==> src/rtl/dphy_pkg.sv <==
// Shared types and constants for the D-PHY high-speed burst sequencer.
package dphy_pkg;

    typedef enum logic [2:0] {
        ST_IDLE,
        ST_LP01,
        ST_PREPARE,
        ST_ZERO,
        ST_SYNC,
        ST_DATA,
        ST_TRAIL,
        ST_EXIT
    } state_t;

    localparam logic [7:0] C_SYNC_BYTE = 8'hB8;

    // LP line codes, packed as {p, n}
    localparam logic [1:0] C_LP11 = 2'b11;
    localparam logic [1:0] C_LP01 = 2'b01;
    localparam logic [1:0] C_LP00 = 2'b00;

    // A timed state lasting n cycles loads n-1 and leaves when the counter reads zero
    function automatic logic [7:0] f_tc_load(input int n);
        return 8'(n - 1);
    endfunction

endpackage

==> src/rtl/dphy_timer.sv <==
// Loadable 8-bit down-counter with a zero flag; parks at zero once expired.
module dphy_timer (
    input  logic       clk_word,
    input  logic       rst_n,
    input  logic       load,
    input  logic [7:0] load_val,
    output logic       is_zero
);

    logic [7:0] count_q;

    // load on state entry, otherwise count down until zero
    always_ff @(posedge clk_word or negedge rst_n) begin
        if (!rst_n) begin
            count_q <= '0;
        end else if (load) begin
            count_q <= load_val;
        end else if (count_q != 8'd0) begin
            count_q <= count_q - 8'd1;
        end
    end

    assign is_zero = (count_q == 8'd0);

endmodule

==> src/rtl/dphy_hs_sequencer.sv <==
// Sequences one MIPI D-PHY high-speed burst across all data lanes.
//
// state   | meaning
// --------+--------------------------------------------------------------
// IDLE    | LP-11, waiting for req_i && enable_i
// LP01    | LP-01 request, g_t_lpx cycles
// PREPARE | LP-00 with HS driver already enabled, data 0x00
// ZERO    | HS-zero, LP drivers released
// SYNC    | one cycle of the sync byte on every lane
// DATA    | payload streaming; ends on d_last_i or on underflow
// TRAIL   | each lane drives the inverse of its last transmitted bit 7
// EXIT    | LP-11 for g_t_hs_exit cycles; chains into LP01 if still requested
module dphy_hs_sequencer
    import dphy_pkg::*;
#(
    parameter int g_lanes        = 3,
    parameter int g_t_lpx        = 4,
    parameter int g_t_hs_prepare = 2,
    parameter int g_t_hs_zero    = 6,
    parameter int g_t_hs_trail   = 4,
    parameter int g_t_hs_exit    = 6
) (
    input  logic                   clk_word_i,
    input  logic                   rst_n_a_i,
    input  logic                   enable_i,
    input  logic                   req_i,
    input  logic [8*g_lanes-1:0]   d_i,
    input  logic                   d_valid_i,
    input  logic                   d_last_i,
    output logic                   d_ready_o,
    output logic [8*g_lanes-1:0]   serdes_data_o,
    output logic [g_lanes-1:0]     serdes_oe_o,
    output logic [g_lanes-1:0]     lp_p_o,
    output logic [g_lanes-1:0]     lp_n_o,
    output logic [g_lanes-1:0]     lp_oe_o,
    output logic                   busy_o,
    output logic                   underflow_o
);

    // the 8-bit timer holds at most 255, i.e. 256 cycles
    if (g_lanes < 1 ||
        g_t_lpx < 1 || g_t_lpx > 256 ||
        g_t_hs_prepare < 1 || g_t_hs_prepare > 256 ||
        g_t_hs_zero < 1 || g_t_hs_zero > 256 ||
        g_t_hs_trail < 1 || g_t_hs_trail > 256 ||
        g_t_hs_exit < 1 || g_t_hs_exit > 256) begin : g_param_check
        $error("dphy_hs_sequencer: timing parameters must be in 1..256");
    end

    state_t                 state_q, state_d;
    logic                   tmr_load, tmr_zero;
    logic [7:0]             tmr_val;
    logic                   accept;
    logic                   underflow_d;
    logic [g_lanes-1:0]     trail_q, trail_d;
    logic [8*g_lanes-1:0]   trail_bytes;
    logic [8*g_lanes-1:0]   data_d;
    logic [1:0]             lp_code;
    logic                   lp_oe_d, serdes_oe_d;

    dphy_timer u_timer (
        .clk_word (clk_word_i),
        .rst_n    (rst_n_a_i),
        .load     (tmr_load),
        .load_val (tmr_val),
        .is_zero  (tmr_zero)
    );

    // state register
    always_ff @(posedge clk_word_i or negedge rst_n_a_i) begin
        if (!rst_n_a_i) begin
            state_q <= ST_IDLE;
        end else begin
            state_q <= state_d;
        end
    end

    // next-state, payload handshake and timer reload
    always_comb begin
        state_d     = state_q;
        accept      = 1'b0;
        underflow_d = 1'b0;
        case (state_q)
            ST_IDLE:    if (req_i && enable_i) state_d = ST_LP01;
            ST_LP01:    if (tmr_zero) state_d = ST_PREPARE;
            ST_PREPARE: if (tmr_zero) state_d = ST_ZERO;
            ST_ZERO:    if (tmr_zero) state_d = ST_SYNC;
            ST_SYNC:    state_d = ST_DATA;
            ST_DATA: begin
                if (d_valid_i) begin
                    accept = 1'b1;
                    if (d_last_i) state_d = ST_TRAIL;
                end else begin
                    underflow_d = 1'b1;
                    state_d     = ST_TRAIL;
                end
            end
            ST_TRAIL:   if (tmr_zero) state_d = ST_EXIT;
            // going straight to LP01 keeps back-to-back bursts exactly g_t_hs_exit apart
            ST_EXIT:    if (tmr_zero) state_d = (req_i && enable_i) ? ST_LP01 : ST_IDLE;
            default:    state_d = ST_IDLE;
        endcase

        tmr_load = (state_d != state_q);
        case (state_d)
            ST_LP01:    tmr_val = f_tc_load(g_t_lpx);
            ST_PREPARE: tmr_val = f_tc_load(g_t_hs_prepare);
            ST_ZERO:    tmr_val = f_tc_load(g_t_hs_zero);
            ST_TRAIL:   tmr_val = f_tc_load(g_t_hs_trail);
            ST_EXIT:    tmr_val = f_tc_load(g_t_hs_exit);
            default:    tmr_val = 8'd0;
        endcase
    end

    // per-lane trail pattern from the last transmitted bit 7
    always_comb begin
        trail_bytes = '0;
        for (int l = 0; l < g_lanes; l++) begin
            trail_bytes[l*8 +: 8] = {8{~trail_q[l]}};
        end
    end

    // output values for the cycle following this edge, keyed on the next state
    always_comb begin
        trail_d     = trail_q;
        data_d      = '0;
        lp_code     = C_LP00;
        lp_oe_d     = 1'b0;
        serdes_oe_d = 1'b0;
        if (state_d == ST_SYNC) begin
            trail_d = {g_lanes{C_SYNC_BYTE[7]}};
        end
        if (accept) begin
            for (int l = 0; l < g_lanes; l++) begin
                trail_d[l] = d_i[l*8 + 7];
            end
        end
        case (state_d)
            ST_IDLE, ST_EXIT: begin
                lp_code = C_LP11;
                lp_oe_d = 1'b1;
            end
            ST_LP01: begin
                lp_code = C_LP01;
                lp_oe_d = 1'b1;
            end
            ST_PREPARE: begin
                lp_oe_d     = 1'b1;
                serdes_oe_d = 1'b1;
            end
            ST_ZERO: serdes_oe_d = 1'b1;
            ST_SYNC: begin
                serdes_oe_d = 1'b1;
                data_d      = {g_lanes{C_SYNC_BYTE}};
            end
            // without a new word the serializers keep the last one
            ST_DATA: begin
                serdes_oe_d = 1'b1;
                data_d      = accept ? d_i : serdes_data_o;
            end
            // the final payload word goes out before the trail pattern
            ST_TRAIL: begin
                serdes_oe_d = 1'b1;
                data_d      = accept ? d_i : trail_bytes;
            end
            default: ;
        endcase
    end

    // registered outputs
    always_ff @(posedge clk_word_i or negedge rst_n_a_i) begin
        if (!rst_n_a_i) begin
            serdes_data_o <= '0;
            serdes_oe_o   <= '0;
            lp_p_o        <= '1;
            lp_n_o        <= '1;
            lp_oe_o       <= '1;
            d_ready_o     <= 1'b0;
            busy_o        <= 1'b0;
            underflow_o   <= 1'b0;
            trail_q       <= '0;
        end else begin
            serdes_data_o <= data_d;
            serdes_oe_o   <= {g_lanes{serdes_oe_d}};
            lp_p_o        <= {g_lanes{lp_code[1]}};
            lp_n_o        <= {g_lanes{lp_code[0]}};
            lp_oe_o       <= {g_lanes{lp_oe_d}};
            d_ready_o     <= (state_d == ST_DATA);
            busy_o        <= (state_d != ST_IDLE);
            underflow_o   <= underflow_d;
            trail_q       <= trail_d;
        end
    end

endmodule

==> config.mk <==
export PLATFORM = sky130hd
export DESIGN_NAME = dphy_hs_sequencer
export DESIGN_NICKNAME = d
export VERILOG_FILES = /design/src/rtl/dphy_pkg.sv /design/src/rtl/dphy_timer.sv /design/src/rtl/dphy_hs_sequencer.sv
export SDC_FILE = /design/constraint.sdc
export NUM_CORES = 1
export LEC_CHECK = 0
export ABC_CLOCK_PERIOD_IN_PS = 2300
export CORE_MARGIN = 4
export CORE_UTILIZATION = 47
export DETAILED_ROUTE_END_ITERATION = 8
export GPL_TIMING_DRIVEN = 0
export PLACE_DENSITY = 0.79
export SETUP_SLACK_MARGIN = 0.02
export SKIP_LAST_GASP = 1
export SYNTH_ARGS = -nofsm -noshare
export SYNTH_HDL_FRONTEND = slang
export SYNTH_SLANG_ARGS = --single-unit
export TNS_END_PERCENT = 1
==> constraint.sdc <==
create_clock -name clk_word_i -period 2.3 [get_ports clk_word_i]
set_input_delay 0.46 -clock clk_word_i [delete_from_list [all_inputs] [get_ports clk_word_i]]
set_output_delay 0.46 -clock clk_word_i [all_outputs]
set_load 0.05 [all_outputs]
# Word-level counts from Yosys, hierarchy flattened
# Index checks and enable logic that the tools add are counted.
# word_totals
input_bits,30
reg_bits,45
output_inout_bits,39
# classes
reduce_logical,13
n_eq_ne,16
n_bitwise,3
add_sub_neg,1
n_mux,25
# ops
cell,count
24-bit one-hot mux with 3 select lines,1
24-bit 2-to-1 mux,2
3-bit 2-to-1 mux,10
"3-bit equality test, second input constant",8
3-bit one-hot mux with 8 select lines,1
8-bit 2-to-1 mux,2
"3-bit by 2-bit equality test with 1-bit output, second input constant",4
3-bit one-hot mux with 3 select lines,1
8-bit logical NOT,1
8-bit nonzero test,1
"8-bit by 1-bit subtractor with 8-bit output, second input constant",1
1-bit 2-to-1 mux,7
"3-bit by 1-bit equality test with 1-bit output, second input constant",2
3-bit logical NOT,2
2-bit OR reduction,3
5-bit OR reduction,1
2-bit one-hot mux with 2 select lines,1
2-bit nonzero test,2
4-bit OR reduction,1
3-bit != test,1
1-bit NOT,3
3-bit nonzero test,1
"2-bit != test, second input constant",1
1-bit logical AND,1

# Longest topological paths before layout
# Gate-level depths: netlist of the first run.
# depth
depth_word,8
ltp_mapped,9
depth_no_buf,7

# Modules after synthesis
# Synthesis of the first run repeated with hierarchy kept, for this count alone.
# unflattened
cells_unflattened,270
area_unflattened_um2,2585.0
# by_module_without_submodules
module,seq_area_each_um2,area_each_um2,n_inst,cells_per_inst
dphy_hs_sequencer,929.6,2108.3,1,216
dphy_timer,200.2,476.7,1,54

# Least setup slack after synthesis of the first run
# No wires, ideal clock.
# synth_timing
kind,reg2reg
start,reg u_timer.count_q[0]
end,reg u_timer.count_q[0]
setup_slack_ns,0.187
path_stages_with_launch,9
required_time_ns,2.221
arrival_ns,2.033
setup_time_ns,0.079
path_cell_list,dfrtp_1 -> inv_1 -> ha_1 -> or3b_1 -> clkbuf_1 -> o21ai_4 -> o21ai_2 -> a311oi_4 -> mux2i_1
# synth_via
elab_chain_cells,7
# synth_lines
element,line,text
"start, declared",dphy_timer.sv:10,logic [7:0] count_q;
"start signal, assigned",dphy_timer.sv:17,count_q <= load_val;
"start signal, assigned",dphy_timer.sv:19,count_q <= count_q - 8'd1;
8-bit logical NOT,dphy_timer.sv:23,assign is_zero = (count_q == 8'd0);
"3-bit 2-to-1 mux, on equally long branches",--,
3-bit one-hot mux with 8 select lines,dphy_hs_sequencer.sv:83,case (state_q)
"3-bit equality test, or another cell as far along",dphy_hs_sequencer.sv:105,case (state_d)
2-bit OR reduction (no source line),--,
3-bit one-hot mux with 3 select lines,dphy_hs_sequencer.sv:105,
8-bit 2-to-1 mux,dphy_timer.sv:16,end else if (load) begin
# Parallel ways exist; a longest one is shown, timed or not. The select of a mux whose other input is x is not followed.
# A chain may end at the register's enable or synchronous reset.

# Final worst setup path of the first run
# layout_timing
start,reg u_timer.count_q[0]
end,reg serdes_data_o[22]
# layout_via
elab_chain_cells,5
# layout_lines
element,line,text
8-bit logical NOT *,dphy_timer.sv:23,
"3-bit 2-to-1 mux, on equally long branches",--,
3-bit one-hot mux with 8 select lines *,dphy_hs_sequencer.sv:83,
3-bit equality test,dphy_hs_sequencer.sv:138,case (state_d)
24-bit one-hot mux with 3 select lines or 2-bit != test (tied branches),--,
"end signal, assigned",dphy_hs_sequencer.sv:183,serdes_data_o <= data_d;
"end, declared",dphy_hs_sequencer.sv:31,"output logic [8*g_lanes-1:0] serdes_data_o,"
# Mark *: on every way between the ends. The rest lies on a longest branch, timed or not.

==> results of run 1 <==
power groups by stage:
stage | Sequential (mW) | Combinational (mW) | Clock [mW]
2_1_floorplan | 0.806 | 0.00458 | 0
3_3_place_gp | 0.806 | 0.0768 | 0
3_5_place_dp | 0.806 | 0.0814 | 0
4_1_cts | 0.791 | 0.0824 | 0.486
5_1_grt | 0.791 | 0.0884 | 0.516
6_report | 0.791 | 0.0817 | 0.479
metal layers:
layer,share of wire,wire [um],up-vias,track usage
met3,0.063,404,6,0.0374
met1,0.45,2850,1133,0.287
met2,0.48,3050,80,0.326
li1,-,-,1068,-
met5,0,0,-,0
met4,0.010,66,0,0.0945
logic make-up after synthesis:
logic type,after synthesis,share of synthesized area
fa+ha+maj,1,0.00523
simple gates,69,0.148
xor+xnor,7,0.0257
compound gates,89,0.270
mux,3,0.0126
flops,45,0.473
buf+inv,32,0.0660
how the worst max path moves through the flow:
stage | from | to | slack (ns) | cells past startpoint
after floorplan | u_timer.count_q[0] | u_timer.count_q[0] | 0.19 | 8
after global placement | d_valid_i | serdes_data_o[16] | -0.44 | 7
after detailed placement | d_valid_i | serdes_data_o[22] | -0.50 | 7
after CTS | u_timer.count_q[0] | u_timer.count_q[1] | -0.06 | 8
after global routing | u_timer.count_q[0] | serdes_data_o[22] | -0.03 | 7
final | u_timer.count_q[0] | serdes_data_o[22] | 0.04 | 7
state kept, by name, indices dropped and copies added (netlist names):
register / flops
lp_p_o: 1
state_q: 3
busy_o: 1
lp_n_o: 1
underflow_o: 1
u_timer.count_q: 8
serdes_oe_o: 1
d_ready_o: 1
serdes_data_o: 24
trail_q: 3
lp_oe_o: 1
what timing repair did:
item | in CTS | in global routing
setup buffers | 1 | 0
pin swaps | 1 | 1
gates resized for setup | 3 | 6
hold endpoints to repair | 0 | 0
endpoints found under the setup margin | 37 | 38
cloned | 0 | 1
metrics by stage:
stage / setup slack (ns) / total power [mW]
finish: 0.0435 / 1.35
global route: -0.0268 / 1.40
CTS: -0.0582 / 1.36
detailed placement: -0.503 / 0.888
global placement: -0.442 / 0.883
floorplan: 0.187 / 0.811
cell type report:
class	count	area (sq um)	share of cell area
Multi-Input combinational cell	170	1140	0.343
Sequential cell	45	1130	0.341
Timing Repair Buffer	70	723	0.218
Buffer	24	130	0.0393
Tap cell	67	83.8	0.0253
Clock buffer	6	72.6	0.0219
Inverter	7	26.3	0.00793
Clock inverter	2	10.0	0.00302
critical path, cell delays in order (launching register included):
cell and delay, ns:
dfrtp_1 0.40, inv_1 0.10, ha_2 0.22, nor3b_2 0.33, a211oi_1 0.18, o2111ai_2 0.36, o21ai_1 0.22, a221o_1 0.33
synthesized netlist by cell type, types with 5 or more instances:
cell type,count
dfrtp_1,42
a21oi_1,29
buf_4,8
o21a_1,5
o21ai_0,11
a221o_1,12
buf_2,6
o221ai_1,8
nand2_1,18
nor3_1,8
inv_1,6
clkbuf_1,9
nor2_1,23
==> impl_metrics.py, run 1 <==
metrics = {
    "global_route": {
        "overflow": 0,
        "grt_max_degree": 24,
        "grt_use_total": 0.210,
        "grt_pass1_vias": 2141,
        "antenna_found_initial": 0,
        "grt_pass1_wl_um": 10400,
    },
    "drt": {
        "vias": 2287,
        "ant_nets": 0,
        "vias_per_cell": 5.85,
        "wl_per_cell_um": 16.3,
        "drtIter0Drc": 158,
        "detail_route.first_pass.iterations": 5,
        "drc": 0,
        "postRouteWirelength_um": 6360,
    },
    "cells_and_area": {
        "nets": 354,
        "area_delta_synth_final_pct": 38.6,
        "post-route-util": 0.688,
        "fillerInstances": 394,
        "design_area_sq_um": 3310,
        "final_common_cell": "clkdlybuf4s50_1",
        "final_cell_mix": "67 x clkdlybuf4s50_1, 42 x dfrtp_1, 29 x a21oi_1",
        "stdcell_count": 391,
        "drive_gt1_frac": 0.130,
        "antennaDiodeCount": 0,
    },
    "clock_tree": {
        "numCtsBuffers": 5,
        "cts.htree.levels": 2,
        "holdBufCountCts": 0,
        "cts_tree": "yes",
        "clk_latency_ns": 0.30,
        "path_clk_slew_ns": 0.08,
        "cts_root_buf": "clkbuf_8",
        "cts_sinks": 45,
        "clock_path_buffers": 2,
    },
    "setup_path": {
        "reg2regPathDepth": 7,
        "r2r-start": "u_timer.count_q[0]",
        "startpoint_type": "flop",
        "cp.arrival_ns": 2.44,
        "timing.rr.end": "serdes_data_o[22]",
        "critPathKind": "reg2reg",
        "r2r_slack_ns": 0.04,
        "cp-end-kind": "flop",
        "path_max_fanout": 5,
        "required_ns": 2.48,
    },
    "floorplan": {
        "coreArea_sq_um": 4820,
        "die_h_um": 79.3,
        "start_util": 0.496,
        "die-area_sq_um": 6290,
        "rows": 25,
        "io_pins": 69,
        "die_x_um": 79.3,
    },
    "synthesis": {
        "ys.flop_type": "dfrtp_1",
        "synth_area_per_cell_sq_um": 9.71,
        "synth_nets": 277,
        "synthArstFlopShare": 1.00,
        "synth_edf_count": 0,
        "ys_seq_elements": 45,
        "synth_top_area_frac": 0.440,
        "synthesis.yosys.warnings": 0,
        "syn_inst": 246,
        "ys_seq_area_frac": 0.473,
        "netlist_top_cells_area": "dfrtp_1 44%, a21oi_1 6.1%, a221o_1 5.0%, nor2_1 3.6%, dfstp_2 3.3%",
        "synth_cell_types": 51,
        "syn_area_sq_um": 2390,
        "synth_top_area_cell": "dfrtp_1",
    },
    "timing": {
        "fin_crit_ns": 2.26,
        "whs_ns": 0.134,
        "final_max_slew_viol_count": 0,
        "hold_viol": 0,
        "period_share": 0.981,
        "fmaxAchievable_ghz": 0.443,
        "setup_tns_ns": 0,
        "fin_worst_skew_ns": 0.00777,
        "worst_pin_slew_ns": 0.705,
        "maxSlewHeadroom": 0.524,
        "setup_viol": 0,
        "rsz0062_at_grt": "true",
    },
    "place": {
        "dp_hpwl_um": 4680,
        "finalWeightedCongestion": 0.837,
        "dp.cells": 382,
        "portBuffers": 68,
        "placed_area_sq_um": 3180,
    },
    "power_and_ir_drop": {
        "p_sw_uw": 301,
        "p_int_mw": 1.05,
        "leakagePower_nw": 1.27,
        "swShare": 0.222,
        "p_comb_frac": 0.060,
        "pwr-share-seq": 0.585,
        "clock_power_share": 0.354,
        "powerDensity_nw_per_um2": 408,
        "max-vdd-ir-drop_uv": 223,
    },
    "outcome": {
        "status": "finished, final reports clean",
    },
    "hold_path": {
        "hold_path.class": "in2async",
    },
    "job": {
        "drv_cap": 0,
    },
}
Note: power is estimated with default switching activity, not from simulation.
==> run 2: changes to the inputs <==
--- a/config.mk
+++ b/config.mk
@@ -7,8 +7,8 @@
 export LEC_CHECK = 0
-export ABC_CLOCK_PERIOD_IN_PS = 2300
+export ABC_CLOCK_PERIOD_IN_PS = 2000
 export CORE_MARGIN = 4
-export CORE_UTILIZATION = 47
+export CORE_UTILIZATION = 43
 export DETAILED_ROUTE_END_ITERATION = 8
 export GPL_TIMING_DRIVEN = 0
-export PLACE_DENSITY = 0.79
+export PLACE_DENSITY = 0.76
 export SETUP_SLACK_MARGIN = 0.02
==> constraint.sdc (replaced) <==
create_clock -name clk_word_i -period 2 [get_ports clk_word_i]
set_input_delay 0.3 -clock clk_word_i [delete_from_list [all_inputs] [get_ports clk_word_i]]
set_output_delay 0.3 -clock clk_word_i [all_outputs]
set_load 0.05 [all_outputs]
==> run 2 against run 1 <==
Net effect:
- core utilization shrank 2.6 points
- global-route usage shrank 1.2 points
- largest cell class unchanged
- critical path type unchanged
- sequential power grew 15%
- critical endpoint is now u_timer.count_q[2]
- the run now ends with negative setup slack left
==> impl_metrics.py, run 2 (same netlist as run 1, synthesis figures left out) <==
metrics = {
    "cells_and_area": {
        "antennaDiodeCount": 0,
        "post-route-util": 0.662,
        "regArea_sq_um": 1130,
        "area_delta_synth_final_pct": 45.0,
        "largest_reg_flops": 24,
        "top_register": "serdes_data_o",
        "multiInputGateArea_sq_um": 1170,
        "design_area_sq_um": 3470,
        "reg.largest.list": "serdes_data_o x24, u_timer.count_q x8",
        "drive_gt1_frac": 0.186,
        "nets": 364,
        "final_common_cell": "clkdlybuf4s50_1",
        "final_cell_mix": "66 x clkdlybuf4s50_1, 40 x dfrtp_1, 29 x a21oi_1",
        "fillerInstances": 429,
    },
    "floorplan": {
        "rows": 26,
        "io_pins": 69,
        "die-area_sq_um": 6810,
        "start_util": 0.456,
        "coreArea_sq_um": 5240,
        "die_h_um": 82.6,
        "die_x_um": 82.6,
    },
    "power_and_ir_drop": {
        "p_int_mw": 1.21,
        "max-vdd-ir-drop_uv": 462,
        "p_comb_frac": 0.060,
        "p_sw_uw": 354,
        "powerDensity_nw_per_um2": 452,
        "clock_power_share": 0.360,
        "finalPower_mw": 1.57,
        "leakagePower_nw": 1.34,
        "pwr-share-seq": 0.580,
        "swShare": 0.226,
    },
    "drt": {
        "detail_route.first_pass.iterations": 5,
        "drc": 0,
        "ant_nets": 0,
        "wl_per_cell_um": 16.3,
        "vias": 2318,
        "postRouteWirelength_um": 6600,
        "drtIter0Drc": 185,
        "vias_per_cell": 5.74,
    },
    "place": {
        "finalWeightedCongestion": 0.869,
        "portBuffers": 68,
        "dp_hpwl_um": 4610,
        "placed_area_sq_um": 3200,
    },
    "global_route": {
        "grt_max_degree": 31,
        "grt_pass1_vias": 2190,
        "overflow": 0,
        "antenna_found_initial": 0,
        "grt_pass1_wl_um": 10400,
        "grt_use_total": 0.198,
    },
    "hold_path": {
        "hold_path.class": "in2async",
    },
    "setup_path": {
        "cp-end-kind": "flop",
        "worst_path_largest_cell_delay_ns": 0.41,
        "cp.arrival_ns": 2.30,
        "crit_family": "compound AO/OA/AOI/OAI gates",
        "path_max_fanout": 7,
        "crit_path_top_delay_cell": "dfrtp_1",
        "critPathKind": "reg2reg",
        "required_ns": 2.22,
        "startpoint_type": "flop",
        "crit_chain": "inv_2 -> ha_4 -> or3b_4 -> buf_8 -> o21ai_4 -> o21ai_2 -> a311oi_4 -> buf_4 -> mux2i_1",
        "cp.buffers_inverters": 3,
    },
    "clock_tree": {
        "cts_tree": "yes",
        "cts.htree.levels": 2,
        "clock_path_buffers": 2,
        "clk_latency_ns": 0.30,
        "cts_sinks": 45,
        "cts_root_buf": "clkbuf_8",
        "numCtsBuffers": 5,
        "path_clk_slew_ns": 0.09,
    },
    "timing": {
        "rsz0062_at_grt": "true",
        "fmaxAchievable_ghz": 0.481,
        "setup_slack_ns": -0.0783,
        "maxSlewHeadroom": 0.618,
        "fin_worst_skew_ns": 0.00887,
        "setup_viol": 22,
        "fin_crit_ns": 2.08,
        "final_max_slew_viol_count": 0,
        "period_share": 1.04,
        "worst_pin_slew_ns": 0.574,
        "hold_viol": 0,
    },
    "outcome": {
        "violations": "negative setup slack",
        "status": "complete, but fails checks",
    },
    "job": {
        "drv_cap": 0,
    },
}
[run 2: cell count changes in the layout (fill, tap and decap cells not counted), sizes merged]
cell	before	now
inv	6	7
dlygate4sd2	0	1
clkinv	3	2
clkinvlp	0	1
dlygate4sd3	0	1
buf	19	29
or3b	2	1
clkdlybuf4s50	67	66
clkbuf	14	13
[run 2: path summary, 6_finish.rpt]
check	from	endpoint	slack (ns)	depth (start not counted)
min in group clk_word_i	serdes_data_o[3]	serdes_data_o[3]	0.50	2
max reg2reg	u_timer.count_q[0]	u_timer.count_q[2]	-0.08	9
min reg2reg	serdes_data_o[3]	serdes_data_o[3]	0.50	2
max	u_timer.count_q[0]	u_timer.count_q[2]	-0.08	9
max in group asynchronous	rst_n_a_i	lp_p_o[0]	1.01	3
min	rst_n_a_i	u_timer.count_q[3]	0.45	2
[run 2: power by group through the flow]
stage | combinational, mW | clock [mW] | sequential, mW
floorplan | 0.00527 | 0 | 0.927
global placement | 0.0885 | 0 | 0.927
detailed placement | 0.0921 | 0 | 0.927
CTS | 0.0947 | 0.579 | 0.909
global route | 0.102 | 0.624 | 0.909
finish | 0.0946 | 0.563 | 0.909
[run 2: per-layer routing]
metal	global-route usage	part of all wire	vias to the layer above
met2	0.312	0.47	93
met1	0.276	0.44	1115
li1	-	-	1095
met5	0	0	-
met4	0.0670	0.019	0
met3	0.0347	0.074	15
[run 2: stage by stage]
| step | setup TNS, ns | hold slack [ns] | setup WS (ns) | instances |
|---|---|---|---|---|
| 4_1_cts | -0.693 | 0.448 | -0.0614 | 404 |
| 5_1_grt | -4.30 | 0.492 | -0.183 | 404 |
| 2_1_floorplan | -0.0454 | 0.00441 | -0.0215 | 246 |
| 3_5_place_dp | -9.13 | 0.239 | -0.628 | 385 |
| 6_report | -0.690 | 0.450 | -0.0783 | 404 |
| 3_3_place_gp | -31.05 | 0.473 | -0.582 | 384 |
[run 2: cell type report]
class,instances,share of cell area
clock buffers,5,0.0199
clock inverters,3,0.00614
flip-flops and latches,45,0.327
repair buffers,81,0.231
inverters,7,0.00758
well taps,70,0.0253
plain buffers,24,0.0458
multi-input cells,169,0.338
[run 2: what timing repair did]
item / in CTS / in global routing
hold endpoints to repair: 15 / 0
pin swaps: 4 / 0
hold buffers: 1 / 0
resized for setup: 17 / 5
setup endpoints to repair: 45 / 47
setup buffers: 10 / 1
==> run 3: changes to the inputs <==
CELL_PAD_IN_SITES_DETAIL_PLACEMENT = 1   (was default)
CELL_PAD_IN_SITES_GLOBAL_PLACEMENT = 2   (was default)
CORE_UTILIZATION = 26   (was 43)
PLACE_DENSITY = 0.77   (was 0.76)
==> run 3 against run 2 <==
Net effect:
- the run still ends with negative setup slack left
- critical path depth is 2 lower
- combinational power is 4.0% higher
- clock skew is 0.0066 ns higher
- via count is 1.2% higher
- largest power group unchanged
==> impl_metrics.py, run 3 (same netlist as run 1, synthesis figures left out) <==
metrics = {
    "timing": {
        "worst_pin_slew_ns": 0.578,
        "fin_worst_skew_ns": 0.0155,
        "maxSlewHeadroom": 0.615,
        "period_share": 1.05,
        "fmaxAchievable_ghz": 0.477,
        "rsz0062_at_grt": "true",
        "fin_crit_ns": 2.10,
        "final_max_slew_viol_count": 0,
        "setup_viol": 25,
        "setup_slack_ns": -0.0960,
        "hold_viol": 0,
    },
    "drt": {
        "detail_route.first_pass.iterations": 4,
        "postRouteWirelength_um": 8010,
        "vias": 2345,
        "wl_per_cell_um": 17.7,
        "vias_per_cell": 5.18,
        "drc": 0,
        "ant_nets": 0,
        "drtIter0Drc": 99,
    },
    "clock_tree": {
        "clk_latency_ns": 0.31,
        "cts_root_buf": "clkbuf_8",
        "cts_sinks": 45,
        "cts_tree": "yes",
        "cts.htree.levels": 2,
        "numCtsBuffers": 5,
        "clock_path_buffers": 2,
        "path_clk_slew_ns": 0.09,
    },
    "power_and_ir_drop": {
        "powerDensity_nw_per_um2": 464,
        "swShare": 0.213,
        "leakagePower_nw": 1.43,
        "pwr-share-seq": 0.534,
        "p_comb_frac": 0.058,
        "finalPower_mw": 1.70,
        "max-vdd-ir-drop_uv": 303,
        "p_sw_uw": 363,
        "clock_power_share": 0.408,
        "p_int_mw": 1.34,
    },
    "setup_path": {
        "startpoint_type": "flop",
        "critPathKind": "reg2reg",
        "r2r_slack_ns": -0.1,
        "crit_path_top_delay_cell": "or4_4",
        "cp-end-kind": "flop",
        "worst_path_largest_cell_delay_ns": 0.54,
        "cp.arrival_ns": 2.32,
        "required_ns": 2.23,
        "crit_chain": "or4_4 -> buf_8 -> o21ai_4 -> o21ai_2 -> a311oi_4 -> buf_12 -> mux2i_1",
        "path_max_fanout": 8,
    },
    "cells_and_area": {
        "multiInputGateArea_sq_um": 1210,
        "reg.largest.list": "serdes_data_o x24, u_timer.count_q x8",
        "final_cell_mix": "67 x clkdlybuf4s50_1, 39 x dfrtp_1, 29 x a21oi_1, 29 x buf_4, 22 x nor2_1",
        "design_area_sq_um": 3660,
        "nets": 375,
        "final_common_cell": "clkdlybuf4s50_1",
        "largest_reg_flops": 24,
        "drive_gt1_frac": 0.238,
        "regArea_sq_um": 1130,
        "area_delta_synth_final_pct": 53.4,
        "top_register": "serdes_data_o",
        "antennaDiodeCount": 0,
        "fillerInstances": 990,
    },
    "floorplan": {
        "rows": 34,
        "io_pins": 69,
        "die_x_um": 104,
        "die-area_sq_um": 10800,
        "start_util": 0.270,
        "die_h_um": 104,
        "coreArea_sq_um": 8850,
    },
    "place": {
        "dp_hpwl_um": 5690,
        "finalWeightedCongestion": 0.789,
        "placed_area_sq_um": 3260,
        "portBuffers": 68,
    },
    "hold_path": {
        "hold_path.class": "reg2reg",
    },
    "outcome": {
        "status": "complete, but fails checks",
        "violations": "negative setup slack",
    },
    "global_route": {
        "grt_use_total": 0.144,
        "grt_pass1_wl_um": 12700,
        "grt_max_degree": 25,
        "antenna_found_initial": 0,
        "grt_pass1_vias": 2429,
        "overflow": 0,
    },
    "job": {
        "drv_cap": 0,
    },
}
## run 3: cell type report
| type | count | area share |
|---|---|---|
| inverters | 7 | 0.00717 |
| well taps | 108 | 0.0369 |
| clock buffers | 6 | 0.0198 |
| plain buffers | 23 | 0.0420 |
| clock inverters | 2 | 0.00956 |
| multi-input cells | 169 | 0.331 |
| repair buffers | 93 | 0.244 |
| flip-flops and latches | 45 | 0.309 |
## run 3: final timing paths
check,startpoint,end,cells after the start
max,u_timer.count_q[4],u_timer.count_q[2],7
min,serdes_data_o[20],serdes_data_o[20],2
max reg2reg,u_timer.count_q[4],u_timer.count_q[2],7
min reg2reg,serdes_data_o[20],serdes_data_o[20],2
max in group asynchronous,rst_n_a_i,lp_p_o[0],3
min in group asynchronous,rst_n_a_i,serdes_data_o[23],2
## run 3: critical path: cells and delay by family, from the launching register on
kind,cells,cell delay [ns]
flip-flops,1,0.42
AND/OR/NAND/NOR,1,0.54
multiplexers,1,0.18
AO/OA/AOI/OAI,3,0.55
buffers and inverters,2,0.33
## run 3: power groups by stage
stage / Combinational (mW) / Sequential (mW) / Clock (mW)
after floorplan: 0.00527 / 0.927 / 0
after global placement: 0.0915 / 0.927 / 0
after CTS: 0.0992 / 0.909 / 0.728
after detailed placement: 0.0968 / 0.927 / 0
after global routing: 0.106 / 0.909 / 0.763
final: 0.0984 / 0.909 / 0.694
## run 3: repair_timing
action,in CTS,in global routing
pin swaps,3,7
setup buffers,8,14
endpoints found under the hold margin,12,0
cloned,0,1
setup endpoints to repair,45,49
hold buffers,1,0
resized for setup,12,26
## run 3: per-stage QoR
step           hold WS, ns   util  worst slack (ns)  cells  TNS (ns)
2_1_floorplan      0.00441      -           -0.0215    246   -0.0454
3_3_place_gp         0.475  0.366            -0.718    422    -40.59
3_5_place_dp         0.325  0.368            -0.765    423    -12.07
4_1_cts              0.509  0.395            -0.137    440     -2.57
5_1_grt              0.538  0.414            -0.184    453     -3.82
6_report             0.502  0.414           -0.0960    453     -1.05
## run 3: metal layers
| metal | track usage | vias to the layer above | part of all wire |
|---|---|---|---|
| met1 | 0.192 | 1160 | 0.47 |
| met4 | 0.0408 | 0 | 0.015 |
| met3 | 0.0292 | 10 | 0.038 |
| met5 | 0 | - | 0 |
| li1 | - | 1116 | - |
| met2 | 0.235 | 59 | 0.47 |
